## src/rtl/bp_fe_fetch_buffer_pkg.sv

```systemverilog
// Front-end shared definitions: processor configurations, width helpers and
// the fetch buffer entry struct macro.

`ifndef BP_FE_FETCH_BUFFER_PKG_SV
`define BP_FE_FETCH_BUFFER_PKG_SV

// Entry stored per fetched instruction. instr_width_p is taken from the
// enclosing scope so every user agrees with its own config.
`define BP_FE_FETCH_BUFFER_ENTRY_S(vaddr_width_mp, branch_metadata_fwd_width_mp) \
  typedef struct packed {                                                          \
    logic [vaddr_width_mp-1:0]               pc;                                   \
    logic [instr_width_p-1:0]                instr;                                \
    logic [branch_metadata_fwd_width_mp-1:0] br_metadata;                          \
  } bp_fe_fetch_buffer_entry_s

package bp_fe_pkg;

  typedef enum logic [1:0] {
    e_bp_default_cfg = 2'd0,
    e_bp_small_cfg   = 2'd1
  } bp_params_e;

  function automatic int bp_vaddr_width(bp_params_e cfg);
    case (cfg)
      e_bp_default_cfg: return 39;
      e_bp_small_cfg:   return 32;
      default:          return 39;
    endcase
  endfunction

  function automatic int bp_instr_width(bp_params_e cfg);
    case (cfg)
      e_bp_default_cfg: return 32;
      e_bp_small_cfg:   return 32;
      default:          return 32;
    endcase
  endfunction

  function automatic int bp_branch_metadata_fwd_width(bp_params_e cfg);
    case (cfg)
      e_bp_default_cfg: return 35;
      e_bp_small_cfg:   return 16;
      default:          return 35;
    endcase
  endfunction

endpackage

`endif

```

## src/rtl/bp_fe_fetch_buffer_mem.sv

```systemverilog
// Simple 1-write / 1-read register-file storage with asynchronous read.
// Contents are not reset; validity is tracked by the owner's pointers.

module bsg_mem_1r1w #(
  parameter int width_p = 8,
  parameter int els_p   = 4,
  localparam int addr_width_lp = (els_p > 1) ? $clog2(els_p) : 1
) (
  input  logic                     w_clk_i,
  input  logic                     w_v_i,
  input  logic [addr_width_lp-1:0] w_addr_i,
  input  logic [width_p-1:0]       w_data_i,
  input  logic [addr_width_lp-1:0] r_addr_i,
  output logic [width_p-1:0]       r_data_o
);

  logic [width_p-1:0] mem_q [els_p];

  // Capture write data into the addressed entry.
  always_ff @(posedge w_clk_i) begin
    if (w_v_i) begin
      mem_q[w_addr_i] <= w_data_i;
    end
  end

  assign r_data_o = mem_q[r_addr_i];

endmodule

```

## src/rtl/bp_fe_fetch_buffer.sv

```systemverilog
// Fetch buffer between PC generation and the FE queue. A circular FIFO with
// wrap-bit pointers; packets arriving while full are bounced back as replays.

module bp_fe_fetch_buffer
  import bp_fe_pkg::*;
#(
  parameter bp_params_e bp_params_p = e_bp_default_cfg,
  parameter int els_p = 4,
  localparam int vaddr_width_p = bp_vaddr_width(bp_params_p),
  localparam int instr_width_p = bp_instr_width(bp_params_p),
  localparam int branch_metadata_fwd_width_p = bp_branch_metadata_fwd_width(bp_params_p),
  localparam int count_width_lp = $clog2(els_p+1)
) (
  input  logic                                   clk_i,
  input  logic                                   reset_i,

  input  logic [vaddr_width_p-1:0]               fetch_pc_i,
  input  logic [instr_width_p-1:0]               fetch_instr_i,
  input  logic [branch_metadata_fwd_width_p-1:0] fetch_br_metadata_i,
  input  logic                                   fetch_v_i,
  output logic                                   replay_v_o,

  input  logic                                   flush_i,

  output logic [vaddr_width_p-1:0]               fe_queue_pc_o,
  output logic [instr_width_p-1:0]               fe_queue_instr_o,
  output logic [branch_metadata_fwd_width_p-1:0] fe_queue_br_metadata_o,
  output logic                                   fe_queue_v_o,
  input  logic                                   fe_queue_ready_i,

  output logic [count_width_lp-1:0]              count_o
);

  localparam int ptr_width_lp = $clog2(els_p);

  `BP_FE_FETCH_BUFFER_ENTRY_S(vaddr_width_p, branch_metadata_fwd_width_p);

  localparam int entry_width_lp = $bits(bp_fe_fetch_buffer_entry_s);

  // MSB of each pointer is the wrap bit, low bits index storage.
  logic [ptr_width_lp:0]   wptr_q, wptr_d;
  logic [ptr_width_lp:0]   rptr_q, rptr_d;
  logic [count_width_lp-1:0] count_q, count_d;

  logic full_s, empty_s, enq_s, deq_s;
  bp_fe_fetch_buffer_entry_s w_entry_s, r_entry_s;

  // Occupancy is judged purely from registered pointers, so a same-cycle
  // dequeue never frees a slot for the incoming packet.
  assign full_s  = (wptr_q[ptr_width_lp-1:0] == rptr_q[ptr_width_lp-1:0])
                 & (wptr_q[ptr_width_lp] != rptr_q[ptr_width_lp]);
  assign empty_s = (wptr_q == rptr_q);

  assign enq_s = fetch_v_i & ~full_s & ~flush_i & ~reset_i;
  assign deq_s = ~empty_s & fe_queue_ready_i & ~flush_i & ~reset_i;

  assign replay_v_o   = fetch_v_i & full_s & ~flush_i & ~reset_i;
  assign fe_queue_v_o = ~empty_s;
  assign count_o      = count_q;

  // Next-state pointers and occupancy from the enqueue/dequeue decisions.
  always_comb begin
    wptr_d  = wptr_q;
    rptr_d  = rptr_q;
    count_d = count_q;
    if (enq_s) begin
      wptr_d = wptr_q + {{ptr_width_lp{1'b0}}, 1'b1};
    end else begin
      wptr_d = wptr_q;
    end
    if (deq_s) begin
      rptr_d = rptr_q + {{ptr_width_lp{1'b0}}, 1'b1};
    end else begin
      rptr_d = rptr_q;
    end
    case ({enq_s, deq_s})
      2'b10:   count_d = count_q + {{(count_width_lp-1){1'b0}}, 1'b1};
      2'b01:   count_d = count_q - {{(count_width_lp-1){1'b0}}, 1'b1};
      default: count_d = count_q;
    endcase
  end

  // Pointer/count state; reset and flush both empty the buffer.
  always_ff @(posedge clk_i) begin
    if (reset_i | flush_i) begin
      wptr_q  <= '0;
      rptr_q  <= '0;
      count_q <= '0;
    end else begin
      wptr_q  <= wptr_d;
      rptr_q  <= rptr_d;
      count_q <= count_d;
    end
  end

  assign w_entry_s.pc          = fetch_pc_i;
  assign w_entry_s.instr       = fetch_instr_i;
  assign w_entry_s.br_metadata = fetch_br_metadata_i;

  bsg_mem_1r1w #(
    .width_p (entry_width_lp),
    .els_p   (els_p)
  ) mem (
    .w_clk_i  (clk_i),
    .w_v_i    (enq_s),
    .w_addr_i (wptr_q[ptr_width_lp-1:0]),
    .w_data_i (w_entry_s),
    .r_addr_i (rptr_q[ptr_width_lp-1:0]),
    .r_data_o (r_entry_s)
  );

  assign fe_queue_pc_o          = r_entry_s.pc;
  assign fe_queue_instr_o       = r_entry_s.instr;
  assign fe_queue_br_metadata_o = r_entry_s.br_metadata;

endmodule

```

## config.mk

```make
export PLATFORM = sky130hd
export DESIGN_NAME = bp_fe_fetch_buffer
export DESIGN_NICKNAME = d
export VERILOG_FILES = /design/src/rtl/bp_fe_fetch_buffer_pkg.sv /design/src/rtl/bp_fe_fetch_buffer_mem.sv /design/src/rtl/bp_fe_fetch_buffer.sv
export SDC_FILE = /design/constraint.sdc
export NUM_CORES = 1
export LEC_CHECK = 0
export CORE_MARGIN = 3
export CORE_UTILIZATION = 49
export DETAILED_ROUTE_END_ITERATION = 8
export GPL_TIMING_DRIVEN = 0
export PLACE_DENSITY = 0.87
export RECOVER_POWER = 25
export SYNTH_ARGS = -nofsm -noshare
export SYNTH_HDL_FRONTEND = slang
export SYNTH_HIERARCHICAL = 1
export SYNTH_SLANG_ARGS = --single-unit
```

## constraint.sdc

```tcl
create_clock -name clk_i -period 11.25 [get_ports clk_i]
set_input_delay 2.25 -clock clk_i [delete_from_list [all_inputs] [get_ports clk_i]]
set_output_delay 2.25 -clock clk_i [all_outputs]
set_load 0.01 [all_outputs]
```

==> qor.yml <==
first_global_vias: 8393
first_pass_iters: 5
crit_path_start_kind: "input port"
yosys.area_share.simple: 0.01248
clk_path_buf_depth: 3
cts.reportedPaths.clkPinSlew_ns: 0.06
tritoncts: "yes"
post_synth_inst_count: 634
timing.rr.end: "mem/mem_q[0][99]$_DFFE_PP_"
met1_layer_usage_reported_by_global_route: 0.2307
synth_compound_area_frac: 0.008241
vias_per_cell: 5.504
postCtsSetupRepairBufs: 0
regToRegSetupSlack_ns: 8.35
use_met3: 0.05373
number_of_remaining_drc_errors: 0
setup.worst_path.class: "input port to primary output"
synth-edff-count: 424
clk_latency_ns: 0.52
finalHoldViolCount: 0
cp.required_ns: 9.00
synth.yosys.warnings: 6
grt_overflow: 0
layout_area_growth_over_synthesis_pct: 27.68
cts_hold_buf: 0
mappedNetlistArea_um2: 15940
muxShareOfSynthArea: 0.1498
route.vias.total: 7623
cts-buffers-inserted: 44
reg2reg_from: "wptr_q[1]$_SDFFE_PP0P_"
synth.net_count: 749
worstSetupEndpoint: "replay_v_o"
cellLeakagePower_nw: 6.366
synth.yosys.seq_area_share: 0.8100
drive_gt1_frac: 0.2133
drt-total-wl_um: 31200
worstMarginPinSlew_ns: 0.8775
post_layout_nonfiller_instances: 1385
wl_per_cell_um: 22.53
postCtsResizedCells: 0
most_frequently_used_cell_type_in_the_post_synthesis_netlist: "sky130_fd_sc_hd__edfxtp_1"
post_synth_fa_ha_maj_area_fraction: 0.003610
hp-class: "register to register"
post-place-cells: 1306
initial_core_util: 0.5013
post-dp-hpwl_um: 20130
clock_tree.htree_level_count: 2
synth.avg_cell_area_um2: 25.14
critPathCaptureType: "primary output"
synth_largest_area_cell: "sky130_fd_sc_hd__edfxtp_1"
global_route.usage.total: 0.1799
globalRoute.busiestLayer: "met2"
power_density_nw_per_um2: 164.4
top_ff_cell_synth: "sky130_fd_sc_hd__edfxtp_1"
slew_headroom: 0.4150
fp.coreArea_um2: 31800
layout.nets: 1032
total_power_consumption_mw: 3.345
worst_reg2reg_path_length_in_cells: 7
grt.met2_usage: 0.3058
final.fill_count: 2062
finalCriticalPeriod_ns: 6.214
pin_count: 222
ys_async_sr_fraction: 0
timing.fmax_mhz: 160.9
worstHoldStart: "count_o[2]$_SDFFE_PP0P_"
synth_seq_cells: 433
critical_path_arrival_ns: 3.96
cts.sink_count: 433
antenna_left: 0
final_max_slew_viol_count: 0
final.setup_skew_ns: 0.01623
run_status: "completed"
portBuffers: 221
core.rowCount: 65
crit_path_max_fanout: 6
grt_setup_unrepaired: "false"
clk_root_buffer_cell: "sky130_fd_sc_hd__clkbuf_16"
max-cap-violations: 0
gp_routability_congestion: 0.7529
netlist-cell-type-count: 31
post_synth_most_frequent_cells: "sky130_fd_sc_hd__edfxtp_1 (424), sky130_fd_sc_hd__mux4_2 (106), sky130_fd_sc_hd__buf_2 (12)"
post_synth_xor_area_fraction: 0.004395
die_area_um2: 34730
drtIter0Drc: 432
final-setup-viol-count: 0
critical_path.startpoint: "flush_i"
yosys.area.top_type_share: 0.7987
largest_family_of_logic_cells_by_synthesized_area: "multiplexers"
grt_first_pass_wirelength_um: 48450
min_period_over_period: 0.5523
initial_antenna_violation_count: 9
grt_start_max_net_pins: 55
die_h_um: 186.4
post_synth_main_area_contributors: "sky130_fd_sc_hd__edfxtp_1 (80%), sky130_fd_sc_hd__mux4_2 (15%), sky130_fd_sc_hd__dfxtp_1 (1.1%), sky130_fd_sc_hd__buf_8 (0.47%), sky130_fd_sc_hd__buf_2 (0.38%)"
peakVddDrop_uv: 123.0
fp.dieW_um: 186.4
worst_hold_slack_ns: 0.5169
==> power by group <==
part | leakage [nW] | switching [mW] | internal, mW
Sequential | 3.90 | 0.00562 | 1.79
Clock | 0.651 | 0.556 | 0.819
Combinational | 1.81 | 0.0760 | 0.0977
==> critical path, cell delays in order <==
cell	delay, ns
sky130_fd_sc_hd__clkdlybuf4s50_1	0.52
sky130_fd_sc_hd__nor2_1	0.27
sky130_fd_sc_hd__nand2_1	0.14
sky130_fd_sc_hd__nor3_1	0.19
sky130_fd_sc_hd__clkdlybuf4s50_1	0.58
==> logic make-up (layout without fill, tap and decap cells) <==
family	Yosys count	count (layout)
xor+xnor	8	8
buf+inv	28	341
simple gates	34	34
flops	433	433
compound gates	21	21
other cells	0	3
fa+ha+maj	4	4
mux	106	106
==> final cells by class <==
class                   instances  area [µm²]  share of cell area
multi-input cells             173        2863              0.1406
inverters                       3       11.26           0.0005532
well taps                     435       544.3             0.02674
diodes                          3       7.507           0.0003688
flip-flops and latches        433       12910              0.6344
clock buffers                  52        1152             0.05661
repair buffers                237        2470              0.1213
plain buffers                  25       172.7            0.008483
clock inverters                24       221.5             0.01088
==> per-stage QoR <==
stage | setup TNS (ns) | instance area [µm²] | setup slack [ns] | utilization
floorplan | 0 | 15940 | 0.07342 | -
global placement | -707.24 | 18700 | -6.684 | 0.5880
detailed placement | 0 | 18970 | 5.048 | 0.5967
CTS | 0 | 20350 | 5.026 | 0.6399
global route | 0 | 20350 | 4.874 | 0.6399
finish | 0 | 20350 | 5.036 | 0.6401
==> sequential cells by signal, indices dropped and copies added (netlist names) <==
name / count
mem/mem_q: 424
count_o: 3
rptr_q: 3
wptr_q: 3
==> worst min path at each step <==
stage,depth (start not counted),endpoint
4_1_cts,2,count_o[2]$_SDFFE_PP0P_
3_5_place_dp,2,count_o[2]$_SDFFE_PP0P_
2_1_floorplan,2,rptr_q[2]$_SDFFE_PP0P_
3_3_place_gp,2,count_o[2]$_SDFFE_PP0P_
6_report,2,count_o[2]$_SDFFE_PP0P_
5_1_grt,2,count_o[2]$_SDFFE_PP0P_
==> layer usage <==
metal | up-vias | share of wire
li1 | 3319 | -
met1 | 3936 | 0.40
met2 | 289 | 0.50
met3 | 67 | 0.074
met4 | 12 | 0.021
met5 | - | 0.0026
==> cell usage in the layout, fill, tap and decap left out, types with 5 or more instances in the layout <==
master and instances:
sky130_fd_sc_hd__a21oi_1 6, sky130_fd_sc_hd__a31oi_1 5, sky130_fd_sc_hd__buf_2 12, sky130_fd_sc_hd__buf_6 11
sky130_fd_sc_hd__buf_8 6, sky130_fd_sc_hd__clkbuf_1 14, sky130_fd_sc_hd__clkbuf_16 45, sky130_fd_sc_hd__clkdlybuf4s50_1 157
sky130_fd_sc_hd__clkinv_1 12, sky130_fd_sc_hd__clkinvlp_4 5, sky130_fd_sc_hd__dfxtp_1 9, sky130_fd_sc_hd__dlygate4sd3_1 64
sky130_fd_sc_hd__edfxtp_1 424, sky130_fd_sc_hd__mux4_2 106, sky130_fd_sc_hd__nand2_1 6, sky130_fd_sc_hd__xor2_1 5
(Power assumes the default switching activity.)
